[src/rtl/vga_timing_gen_if.sv]
// Line-fetch request channel between the raster timing generator and the
// display memory fetch engine (valid/ready handshake).
interface vga_timing_gen_if #(
  parameter int ADDR_W  = 32,
  parameter int PITCH_W = 13
);
  logic               req_valid;
  logic               req_ready;
  logic [ADDR_W-1:0]  req_addr;
  logic [PITCH_W-1:0] req_words;

  modport master (output req_valid, output req_addr, output req_words, input req_ready);
  modport slave  (input req_valid, input req_addr, input req_words, output req_ready);
endinterface

[src/rtl/vga_timing_gen.sv]
// VGA raster timing generator: h/v counters, registered sync/blank/de and
// pixel coordinates, one line-fetch request per displayed line, and a
// double-buffered configuration that only changes at a frame boundary.
module vga_timing_gen #(
  parameter int CNT_W      = 12,
  parameter int ADDR_W     = 32,
  parameter int PITCH_W    = 13,
  parameter int WORD_SHIFT = 4
) (
  input  logic               vga_clk,
  input  logic               vga_reset_n,
  input  logic               en,
  input  logic [CNT_W-1:0]   cfg_h_start,
  input  logic [CNT_W-1:0]   cfg_h_width,
  input  logic [CNT_W-1:0]   cfg_h_sync,
  input  logic [CNT_W-1:0]   cfg_h_total,
  input  logic [CNT_W-1:0]   cfg_v_start,
  input  logic [CNT_W-1:0]   cfg_v_width,
  input  logic [CNT_W-1:0]   cfg_v_sync,
  input  logic [CNT_W-1:0]   cfg_v_total,
  input  logic [1:0]         cfg_polarity,
  input  logic [ADDR_W-1:0]  cfg_disp_addr,
  input  logic [PITCH_W-1:0] cfg_pitch,
  input  logic               cfg_load,
  output logic               vga_hsync,
  output logic               vga_vsync,
  output logic               vga_hblank,
  output logic               vga_vblank,
  output logic               vga_de,
  output logic [CNT_W-1:0]   pix_x,
  output logic [CNT_W-1:0]   pix_y,
  output logic               frame_start,
  vga_timing_gen_if.master   req,
  output logic               overrun
);

  typedef struct packed {
    logic [CNT_W-1:0]   h_start;
    logic [CNT_W-1:0]   h_width;
    logic [CNT_W-1:0]   h_sync;
    logic [CNT_W-1:0]   h_total;
    logic [CNT_W-1:0]   v_start;
    logic [CNT_W-1:0]   v_width;
    logic [CNT_W-1:0]   v_sync;
    logic [CNT_W-1:0]   v_total;
    logic [1:0]         polarity;
    logic [ADDR_W-1:0]  disp_addr;
    logic [PITCH_W-1:0] pitch;
  } cfg_t;

  // 640x480@60 timing out of reset
  localparam cfg_t CFG_RST = '{
    h_start: CNT_W'(48), h_width: CNT_W'(640), h_sync: CNT_W'(96), h_total: CNT_W'(799),
    v_start: CNT_W'(33), v_width: CNT_W'(480), v_sync: CNT_W'(2),  v_total: CNT_W'(524),
    polarity: 2'b00, disp_addr: '0, pitch: PITCH_W'(1280)
  };

  cfg_t             cfg_in, pend, act;
  logic [CNT_W-1:0] h_cnt, v_cnt;
  logic [CNT_W:0]   h_x, v_x, nv, h_end, v_end;
  logic             h_wrap, v_wrap, frame_wrap, h_on, v_on, hs_on, vs_on, nv_on, issue;
  logic [ADDR_W-1:0]  next_addr;
  logic [PITCH_W-1:0] next_words;

  // Timing decode of the current counter position; one extra bit avoids wrap aliasing
  always_comb begin
    cfg_in     = '{cfg_h_start, cfg_h_width, cfg_h_sync, cfg_h_total,
                   cfg_v_start, cfg_v_width, cfg_v_sync, cfg_v_total,
                   cfg_polarity, cfg_disp_addr, cfg_pitch};
    h_x        = {1'b0, h_cnt};
    v_x        = {1'b0, v_cnt};
    h_wrap     = h_cnt >= act.h_total;
    v_wrap     = v_cnt >= act.v_total;
    frame_wrap = en & h_wrap & v_wrap;
    h_end      = {1'b0, act.h_start} + {1'b0, act.h_width};
    v_end      = {1'b0, act.v_start} + {1'b0, act.v_width};
    h_on       = (h_x >= {1'b0, act.h_start}) && (h_x < h_end);
    v_on       = (v_x >= {1'b0, act.v_start}) && (v_x < v_end);
    // h > total - sync, rearranged so nothing goes negative
    hs_on      = (h_x + {1'b0, act.h_sync}) > {1'b0, act.h_total};
    vs_on      = (v_x + {1'b0, act.v_sync}) > {1'b0, act.v_total};
    nv         = v_wrap ? '0 : v_x + (CNT_W+1)'(1);
    nv_on      = (nv >= {1'b0, act.v_start}) && (nv < v_end);
    issue      = en & h_wrap & nv_on;
    next_addr  = (nv == {1'b0, act.v_start}) ? act.disp_addr
                                             : req.req_addr + ADDR_W'(act.pitch);
    next_words = (act.pitch >> WORD_SHIFT) + PITCH_W'(|act.pitch[WORD_SHIFT-1:0]);
  end

  // Pending/active configuration; a load coinciding with the frame wrap wins
  always_ff @(posedge vga_clk or negedge vga_reset_n) begin
    if (!vga_reset_n) begin
      pend <= CFG_RST;
      act  <= CFG_RST;
    end else begin
      if (cfg_load) pend <= cfg_in;
      if (!en || frame_wrap) act <= cfg_load ? cfg_in : pend;
    end
  end

  // Raster counters, held at (0,0) while disabled
  always_ff @(posedge vga_clk or negedge vga_reset_n) begin
    if (!vga_reset_n) begin
      h_cnt <= '0;
      v_cnt <= '0;
    end else if (!en) begin
      h_cnt <= '0;
      v_cnt <= '0;
    end else if (h_wrap) begin
      h_cnt <= '0;
      v_cnt <= v_wrap ? '0 : v_cnt + CNT_W'(1);
    end else begin
      h_cnt <= h_cnt + CNT_W'(1);
    end
  end

  // Registered video outputs, one cycle behind the counters
  always_ff @(posedge vga_clk or negedge vga_reset_n) begin
    if (!vga_reset_n) begin
      vga_hsync   <= 1'b0;
      vga_vsync   <= 1'b0;
      vga_hblank  <= 1'b1;
      vga_vblank  <= 1'b1;
      vga_de      <= 1'b0;
      pix_x       <= '0;
      pix_y       <= '0;
      frame_start <= 1'b0;
    end else if (!en) begin
      vga_hsync   <= act.polarity[1];
      vga_vsync   <= act.polarity[0];
      vga_hblank  <= 1'b1;
      vga_vblank  <= 1'b1;
      vga_de      <= 1'b0;
      pix_x       <= '0;
      pix_y       <= '0;
      frame_start <= 1'b0;
    end else begin
      vga_hsync   <= hs_on ^ act.polarity[1];
      vga_vsync   <= vs_on ^ act.polarity[0];
      vga_hblank  <= ~h_on;
      vga_vblank  <= ~v_on;
      vga_de      <= h_on & v_on;
      pix_x       <= h_cnt - act.h_start;
      pix_y       <= v_cnt - act.v_start;
      frame_start <= (h_cnt == '0) && (v_cnt == '0);
    end
  end

  // Line-fetch request: a due request overwrites an unaccepted one and flags overrun
  always_ff @(posedge vga_clk or negedge vga_reset_n) begin
    if (!vga_reset_n) begin
      req.req_valid <= 1'b0;
      req.req_addr  <= '0;
      req.req_words <= '0;
      overrun       <= 1'b0;
    end else begin
      if (!en) begin
        req.req_valid <= 1'b0;
      end else if (issue) begin
        req.req_valid <= 1'b1;
        req.req_addr  <= next_addr;
        req.req_words <= next_words;
      end else if (req.req_valid && req.req_ready) begin
        req.req_valid <= 1'b0;
      end
      if (issue && req.req_valid && !req.req_ready) overrun <= 1'b1;
      else if (cfg_load)                             overrun <= 1'b0;
    end
  end

endmodule

[src/flat_wrapper.sv]
// flat-port wrapper written by rule: the top's interface ports become plain ports
module vga_timing_gen_flat 
#(
  parameter int CNT_W      = 12,
  parameter int ADDR_W     = 32,
  parameter int PITCH_W    = 13,
  parameter int WORD_SHIFT = 4
)
  (vga_clk, vga_reset_n, en, cfg_h_start, cfg_h_width, cfg_h_sync, cfg_h_total, cfg_v_start, cfg_v_width, cfg_v_sync, cfg_v_total, cfg_polarity, cfg_disp_addr, cfg_pitch, cfg_load, vga_hsync, vga_vsync, vga_hblank, vga_vblank, vga_de, pix_x, pix_y, frame_start, overrun, req_req_valid, req_req_addr, req_req_words, req_req_ready);
  vga_timing_gen_if #(.ADDR_W(ADDR_W), .PITCH_W(PITCH_W)) req_i ();
  input  logic vga_clk;
  input  logic vga_reset_n;
  input  logic en;
  input  logic [CNT_W-1:0] cfg_h_start;
  input  logic [CNT_W-1:0] cfg_h_width;
  input  logic [CNT_W-1:0] cfg_h_sync;
  input  logic [CNT_W-1:0] cfg_h_total;
  input  logic [CNT_W-1:0] cfg_v_start;
  input  logic [CNT_W-1:0] cfg_v_width;
  input  logic [CNT_W-1:0] cfg_v_sync;
  input  logic [CNT_W-1:0] cfg_v_total;
  input  logic [1:0] cfg_polarity;
  input  logic [ADDR_W-1:0] cfg_disp_addr;
  input  logic [PITCH_W-1:0] cfg_pitch;
  input  logic cfg_load;
  output logic vga_hsync;
  output logic vga_vsync;
  output logic vga_hblank;
  output logic vga_vblank;
  output logic vga_de;
  output logic [CNT_W-1:0] pix_x;
  output logic [CNT_W-1:0] pix_y;
  output logic frame_start;
  output logic overrun;
  output wire logic [$bits(req_i.req_valid)-1:0] req_req_valid;
  output wire logic [$bits(req_i.req_addr)-1:0] req_req_addr;
  output wire logic [$bits(req_i.req_words)-1:0] req_req_words;
  input wire logic [$bits(req_i.req_ready)-1:0] req_req_ready;
  assign req_req_valid = req_i.req_valid;
  assign req_req_addr = req_i.req_addr;
  assign req_req_words = req_i.req_words;
  assign req_i.req_ready = req_req_ready;
  vga_timing_gen #(.CNT_W(CNT_W), .ADDR_W(ADDR_W), .PITCH_W(PITCH_W), .WORD_SHIFT(WORD_SHIFT)) u_core (.vga_clk(vga_clk), .vga_reset_n(vga_reset_n), .en(en), .cfg_h_start(cfg_h_start), .cfg_h_width(cfg_h_width), .cfg_h_sync(cfg_h_sync), .cfg_h_total(cfg_h_total), .cfg_v_start(cfg_v_start), .cfg_v_width(cfg_v_width), .cfg_v_sync(cfg_v_sync), .cfg_v_total(cfg_v_total), .cfg_polarity(cfg_polarity), .cfg_disp_addr(cfg_disp_addr), .cfg_pitch(cfg_pitch), .cfg_load(cfg_load), .vga_hsync(vga_hsync), .vga_vsync(vga_vsync), .vga_hblank(vga_hblank), .vga_vblank(vga_vblank), .vga_de(vga_de), .pix_x(pix_x), .pix_y(pix_y), .frame_start(frame_start), .req(req_i), .overrun(overrun));
endmodule
[config.mk]
export PLATFORM = sky130hd
export DESIGN_NAME = vga_timing_gen_flat
export DESIGN_NICKNAME = d
export VERILOG_FILES = /design/src/rtl/vga_timing_gen_if.sv /design/src/rtl/vga_timing_gen.sv /design/src/flat_wrapper.sv
export SDC_FILE = /design/constraint.sdc
export NUM_CORES = 1
export LEC_CHECK = 0
export CORE_ASPECT_RATIO = 0.6
export CORE_UTILIZATION = 55
export DETAILED_ROUTE_END_ITERATION = 16
export PLACE_DENSITY = 0.88
export SETUP_SLACK_MARGIN = 0.3
export SYNTH_ARGS = -nofsm -noshare
export SYNTH_HDL_FRONTEND = slang
export SYNTH_SLANG_ARGS = --single-unit
[constraint.sdc]
create_clock -name vga_clk -period 8.39 [get_ports vga_clk]
set_input_delay 2.517 -clock vga_clk [delete_from_list [all_inputs] [get_ports vga_clk]]
set_output_delay 2.517 -clock vga_clk [all_outputs]
set_load 0.01 [all_outputs]
# == Word-level counts from Yosys, hierarchy flattened ==
# Cells that the tools add are included.
# word_totals
reg_bits,387
elab_cells,104
# op_classes
n_addsub,11
order_cmp,10
n_eq_ne,3
muxes,21
bitwise,8
reduce_logical,15
# ops
op,n
143-bit 2-to-1 mux,1
12-bit 2-to-1 mux,7
12-bit by 12-bit adder with 13-bit output,4
12-bit greater-or-equal comparator,4
32-bit by 13-bit adder with 32-bit output,1
32-bit 2-to-1 mux,1
13-bit by 12-bit > comparator with 1-bit output,2
12-bit by 13-bit < comparator with 1-bit output,2
"12-bit by 1-bit adder with 12-bit output, second input constant",2
12-bit logical NOT,2
12-bit subtractor,2
"12-bit by 1-bit adder with 13-bit output, second input constant",1
13-bit by 12-bit equality test with 1-bit output,1
13-bit by 12-bit greater-or-equal comparator with 1-bit output,1
13-bit < comparator,1
13-bit 2-to-1 mux,1
1-bit 2-to-1 mux,11
9-bit by 1-bit adder with 10-bit output,1
1-bit logical AND,7
1-bit bitwise AND,4
4-bit OR reduction,1
"3-bit by 1-bit != test with 1-bit output, second input constant",1
1-bit logical NOT,2
"2-bit by 1-bit != test with 1-bit output, second input constant",1
other kinds (5),7

# == Depth between registers and ports, before layout ==
# depth
ltp_word,8
depth_mapped,20
mapped_depth_nobuf,18

# == Worst setup path before layout ==
# No wires, ideal clock.
# synth_path
path_kind,input to register
startpoint,input port en
endpoint,register u_core.req.req_addr[13]
arrival_ns,4.139
setup_slack_ns,4.130
path_stages,9
path_cell_list,buf_2 -> inv_1 -> a211o_1 -> a21oi_1 -> o21ai_0 -> or4_4 -> buf_6 -> buf_6 -> o22a_1
# synth_between
elab_chain_cells,3
# synth_lines
item,line,source
"start, declared",flat_wrapper.sv:13,input logic en;
1-bit bitwise AND (2 in a row),vga_timing_gen.sv:84,issue = en & h_wrap & nv_on;
2-bit AND reduction (no line) *,n/a,
"end signal, assigned",vga_timing_gen.sv:161,req.req_addr <= next_addr;
"end, declared",vga_timing_gen_if.sv:12,"modport master (output req_valid, output req_addr, output req_words, input req_ready);"
# Mark *: on every way between the ends. The rest lies on a longest branch, timed or not.
# A chain may end at the register's enable or synchronous reset.

# == Worst setup path after layout ==
# layout_path
startpoint,register u_core.act[72] (netlist name)
endpoint,register u_core.req.req_addr[21]
# layout_between
elab_chain_cells,5
# layout_lines
item,line,source
"start, declared",vga_timing_gen.sv:58,"cfg_t cfg_in, pend, act;"
"start signal, assigned",vga_timing_gen.sv:97,if (!en || frame_wrap) act <= cfg_load ? cfg_in : pend;
12-bit by 12-bit adder with 13-bit output,vga_timing_gen.sv:76,"v_end = {1'b0, act.v_start} + {1'b0, act.v_width};"
13-bit < comparator,vga_timing_gen.sv:83,"nv_on = (nv >= {1'b0, act.v_start}) && (nv < v_end);"
1-bit logical AND,vga_timing_gen.sv:83,
1-bit bitwise AND,vga_timing_gen.sv:84,
2-bit AND reduction (no line),n/a,
# No other way between the ends.

==> implementation parameters <==
Parameter                              Value

Run status
  Outcome    completed

GRT
  Pin count of the biggest net entering global routing    174
  Vias in the first global route    15.7k
  Grt ovf    0
  Global-route wire length before repair    84.5 mm
  Overall Global Routing Usage    27.6%
  Number of antenna violations at the first check in global routing    3

Setup path
  Required @ worst endpoint    8830 ps
  Crit Path Max Fanout    56
  Slowest cell on the critical path    nor4b_1
  Critical path startpoint category    flop
  R2r worst-path depth    16
  Largest stage delay on the critical path    730 ps
  Sequence of cells on the critical path    ha_1 > a21o_1 > a21oi_1 > o21ai_0 > a31oi_1 > nor2b_1 > o21a_1 > o41ai_1 > xor2_1 > ha_1 > nand3_1 > nor3_1 > nor4b_1 > or4_4 > a21oi_1 > o22a_1
  Critical setup path kind    flop to flop
  Critical Path AT    5570 ps
  Crit-path leading delay family    simple AND/OR/NAND/NOR gates
  Type of destination of the critical path    flop
  Crit path depth    16
  WP buf/inv    0

Synthesis
  Area share of fa/ha/maj cells after synthesis    11.8%
  Synth cell types    73
  Share of the yosys chip area belonging to registers    46.5%
  Register bit total from synthesis    384
  Area of the mapped netlist    20800 sq um
  Cells after synthesis    1808
  Xor and xnor fraction of the mapped netlist area    3.75%
  Mean instance size in the synthesized netlist    11.5 sq um
  Largest family of logic cells by synthesized area    multiplexers
  Compound-gate portion of the synthesized area    10.0%
  Warnings, synthesis    0
  Post-synth EDFFs    0
  Basic-gate share of the synthesized area counting and, or, nand and nor cells    8.91%
  Ys flop type    dfrtp_1
  Async set-reset flop share out of synthesis    100%
  Multiplexer share of the synthesized area    16.0%

Clock tree
  Cts hold-fix bufs    0
  Number of H-tree levels    2
  Clock-pin transition on the worst setup and hold timing paths    70 ps
  Quantity of gates resized following cts    0
  CTS Buf Count    36
  Maximum clock insertion buffer count    3
  Root cell of the clock tree    clkbuf_16
  # clock sinks    384
  Clock latency on the worst-skew pair    550 ps
  Clock tree from TritonCTS    built
  Buffers inserted during post-CTS setup optimization    0

Die
  # IOs    225
  # rows    54
  Die outline area    38600 sq um
  Vert. Die Dim    153 um
  Core ar.    36800 sq um
  Starting density of the core    56.6%
  Die width    253 um

Drt
  DR top layer    met4
  Initial DRT Pass Iterations    5
  Wire length on met2    23.0 mm
  Count of nets left with antenna violations after detail routing    0
  Remaining DRCs    0
  Routed Wire Length    52.2 mm
  Average wire per standard cell    20.4 um
  Iteration-0 DRC Markers    971
  Routed vias    15.1k
  Post-detailed-route via-to-cell ratio    5.89
  Wire length on met1    23.5 mm
  Met3 layer wire length in the routed design    3.93 mm

Timing
  Worst-margin pin slew    1070 ps
  Ratio of final minimum period to clock period    61.2%
  Shortest period the worst path allows    5140 ps
  Setup repair after global routing missed its margin    no
  Final-layout setup total negative slack    0 ps
  Worst slew margin relative to its limit    28.7%
  Fmax    195 MHz
  Clock Skews    26.1 ps
  Pins over their slew limit    0
  Final hold violations    0
  Setup-failing EPs final    0

Power
  Fraction of power consumed by sequential logic    43.2%
  Leak pwr    11.2 nW
  Power Dens Cells    205 nW/um^2
  Power share of the combinational group    22.5%
  Internal power summed over all cells    3.61 mW
  Sw power    1.47 mW
  Part of the power in the clock network    34.3%
  Worst vdd ir    138 uV
  Fraction of power spent switching nets    28.9%

Worst hold path
  Type of the tightest min-delay check    flop to flop
  WHS Path Cells    1

Place
  IO buf count    221
  Hpwl dp    37.3 mm
  RD Place Congestion    0.951

Layout
  Layout Utilization    67.3%
  Area grow syn2layout    19.0%
  Layout cells sized above 1    17.6%
  Net count, final    2363

Job
  Reported max-cap violation count    0
path summary, 6_finish.rpt:
path	from	slack [ps]	endpoint
hold / removal	u_core.act[45]	470	u_core.vga_vsync
min in group asynchronous	vga_reset_n	2010	u_core.act[91]
max in group asynchronous	vga_reset_n	4800	u_core.req.req_words[0]
hold reg to reg	u_core.act[45]	470	u_core.vga_vsync
setup / recovery	u_core.act[72]	3250	u_core.req.req_addr[21]
setup reg to reg	u_core.act[72]	3250	u_core.req.req_addr[21]
through the flow:
step                      instances  hold WS [ps]  cell area [sq um]  setup slack [ps]  power, mW
after floorplan                1810           441              20800              4130       2.92
after global placement         2489           460              23500              3300       3.26
after detailed placement       2489           466              23500              3280       3.34
after CTS                      2555           476              24700              3480       5.08
after global routing           2558           504              24700              2980       5.31
final                          2558           468              24700              3250       5.07
Yosys cell counts, drive strengths merged (11+ instances only):
library cell,instances,area share (%)
buf,30,0.89
nand2b,13,0.43
nor2b,20,0.60
mux2,287,16
xor2,39,1.6
nand4,16,0.48
clkbuf,29,0.52
nor2,113,2.0
nand2,86,1.6
ha,185,11
a21o,25,0.90
inv,85,1.5
and3,22,0.66
xnor2,50,2.1
dfrtp,332,40
dfstp,52,6.6
o21ai,67,1.6
nand3,38,0.91
nor3,35,0.84
o21a,14,0.54
a21oi,111,2.7
o22a,11,0.46
layout make-up:
class / instances / area [sq um]
multi-input cells: 1282 / 10500
repair buffers: 234 / 2330
inverters: 85 / 319
flip-flops and latches: 384 / 9670
clock buffers: 51 / 1040
clock inverters: 15 / 210
diodes: 3 / 7.51
fillers: 2658 / 12000
well taps: 504 / 631
power groups by stage:
stage	combinational (mW)	sequential, mW	clock [mW]
detailed placement	1.12	2.22	0
floorplan	0.743	2.18	0
CTS	1.13	2.19	1.76
global route	1.26	2.21	1.83
global placement	1.05	2.21	0
finish	1.14	2.19	1.74
flip-flops by register name (all words and copies together), names as in the netlist, 10 cells and up:
| signal | flops |
|---|---|
| u_core.act | 143 |
| u_core.pend | 143 |
| u_core.req.req_addr | 32 |
| u_core.h_cnt | 12 |
| u_core.pix_x | 12 |
| u_core.pix_y | 12 |
| u_core.v_cnt | 12 |
| u_core.req.req_words | 10 |
cells by family (layout without fill, tap and decap cells):
group,Yosys count,count (layout)
DFF,384,384
and+or+nand+nor,384,384
AOI/OAI and AO/OA,317,317
muxes,297,297
adders and majority gates,192,192
buffers and inverters,144,385
xor gates and xnor gates,89,89
other,1,6
per-layer routing:
layer / GRT usage, % / up-vias
li1: - / 6925
met1: 39.4 / 7435
met2: 42.0 / 590
met3: 5.24 / 109
met4: 9.67 / 0
met5: 0 / -
worst register-to-register path, stage by stage, from the launching register on:
cell and delay [ps]:
dfrtp_1 400, ha_1 290, a21o_1 180, a21oi_1 260, o21ai_0 130, a31oi_1 280
nor2b_1 90, o21a_1 190, o41ai_1 320, xor2_1 480, ha_1 220, nand3_1 110
nor3_1 390, nor4b_1 730, or4_4 640, a21oi_1 110, o22a_1 220
placed cells by master, fill, tap and decap left out, drive strengths merged, types with 35 or more instances in the layout:
cell type	count
nand3	38
o21ai	67
a21oi	111
xor2	39
mux2	287
clkdlybuf4s50	219
dfstp	52
inv	87
dfrtp	332
nor2	113
ha	185
xnor2	50
nor3	35
nand2	86
clkbuf	51
(Power assumes the default switching activity.)
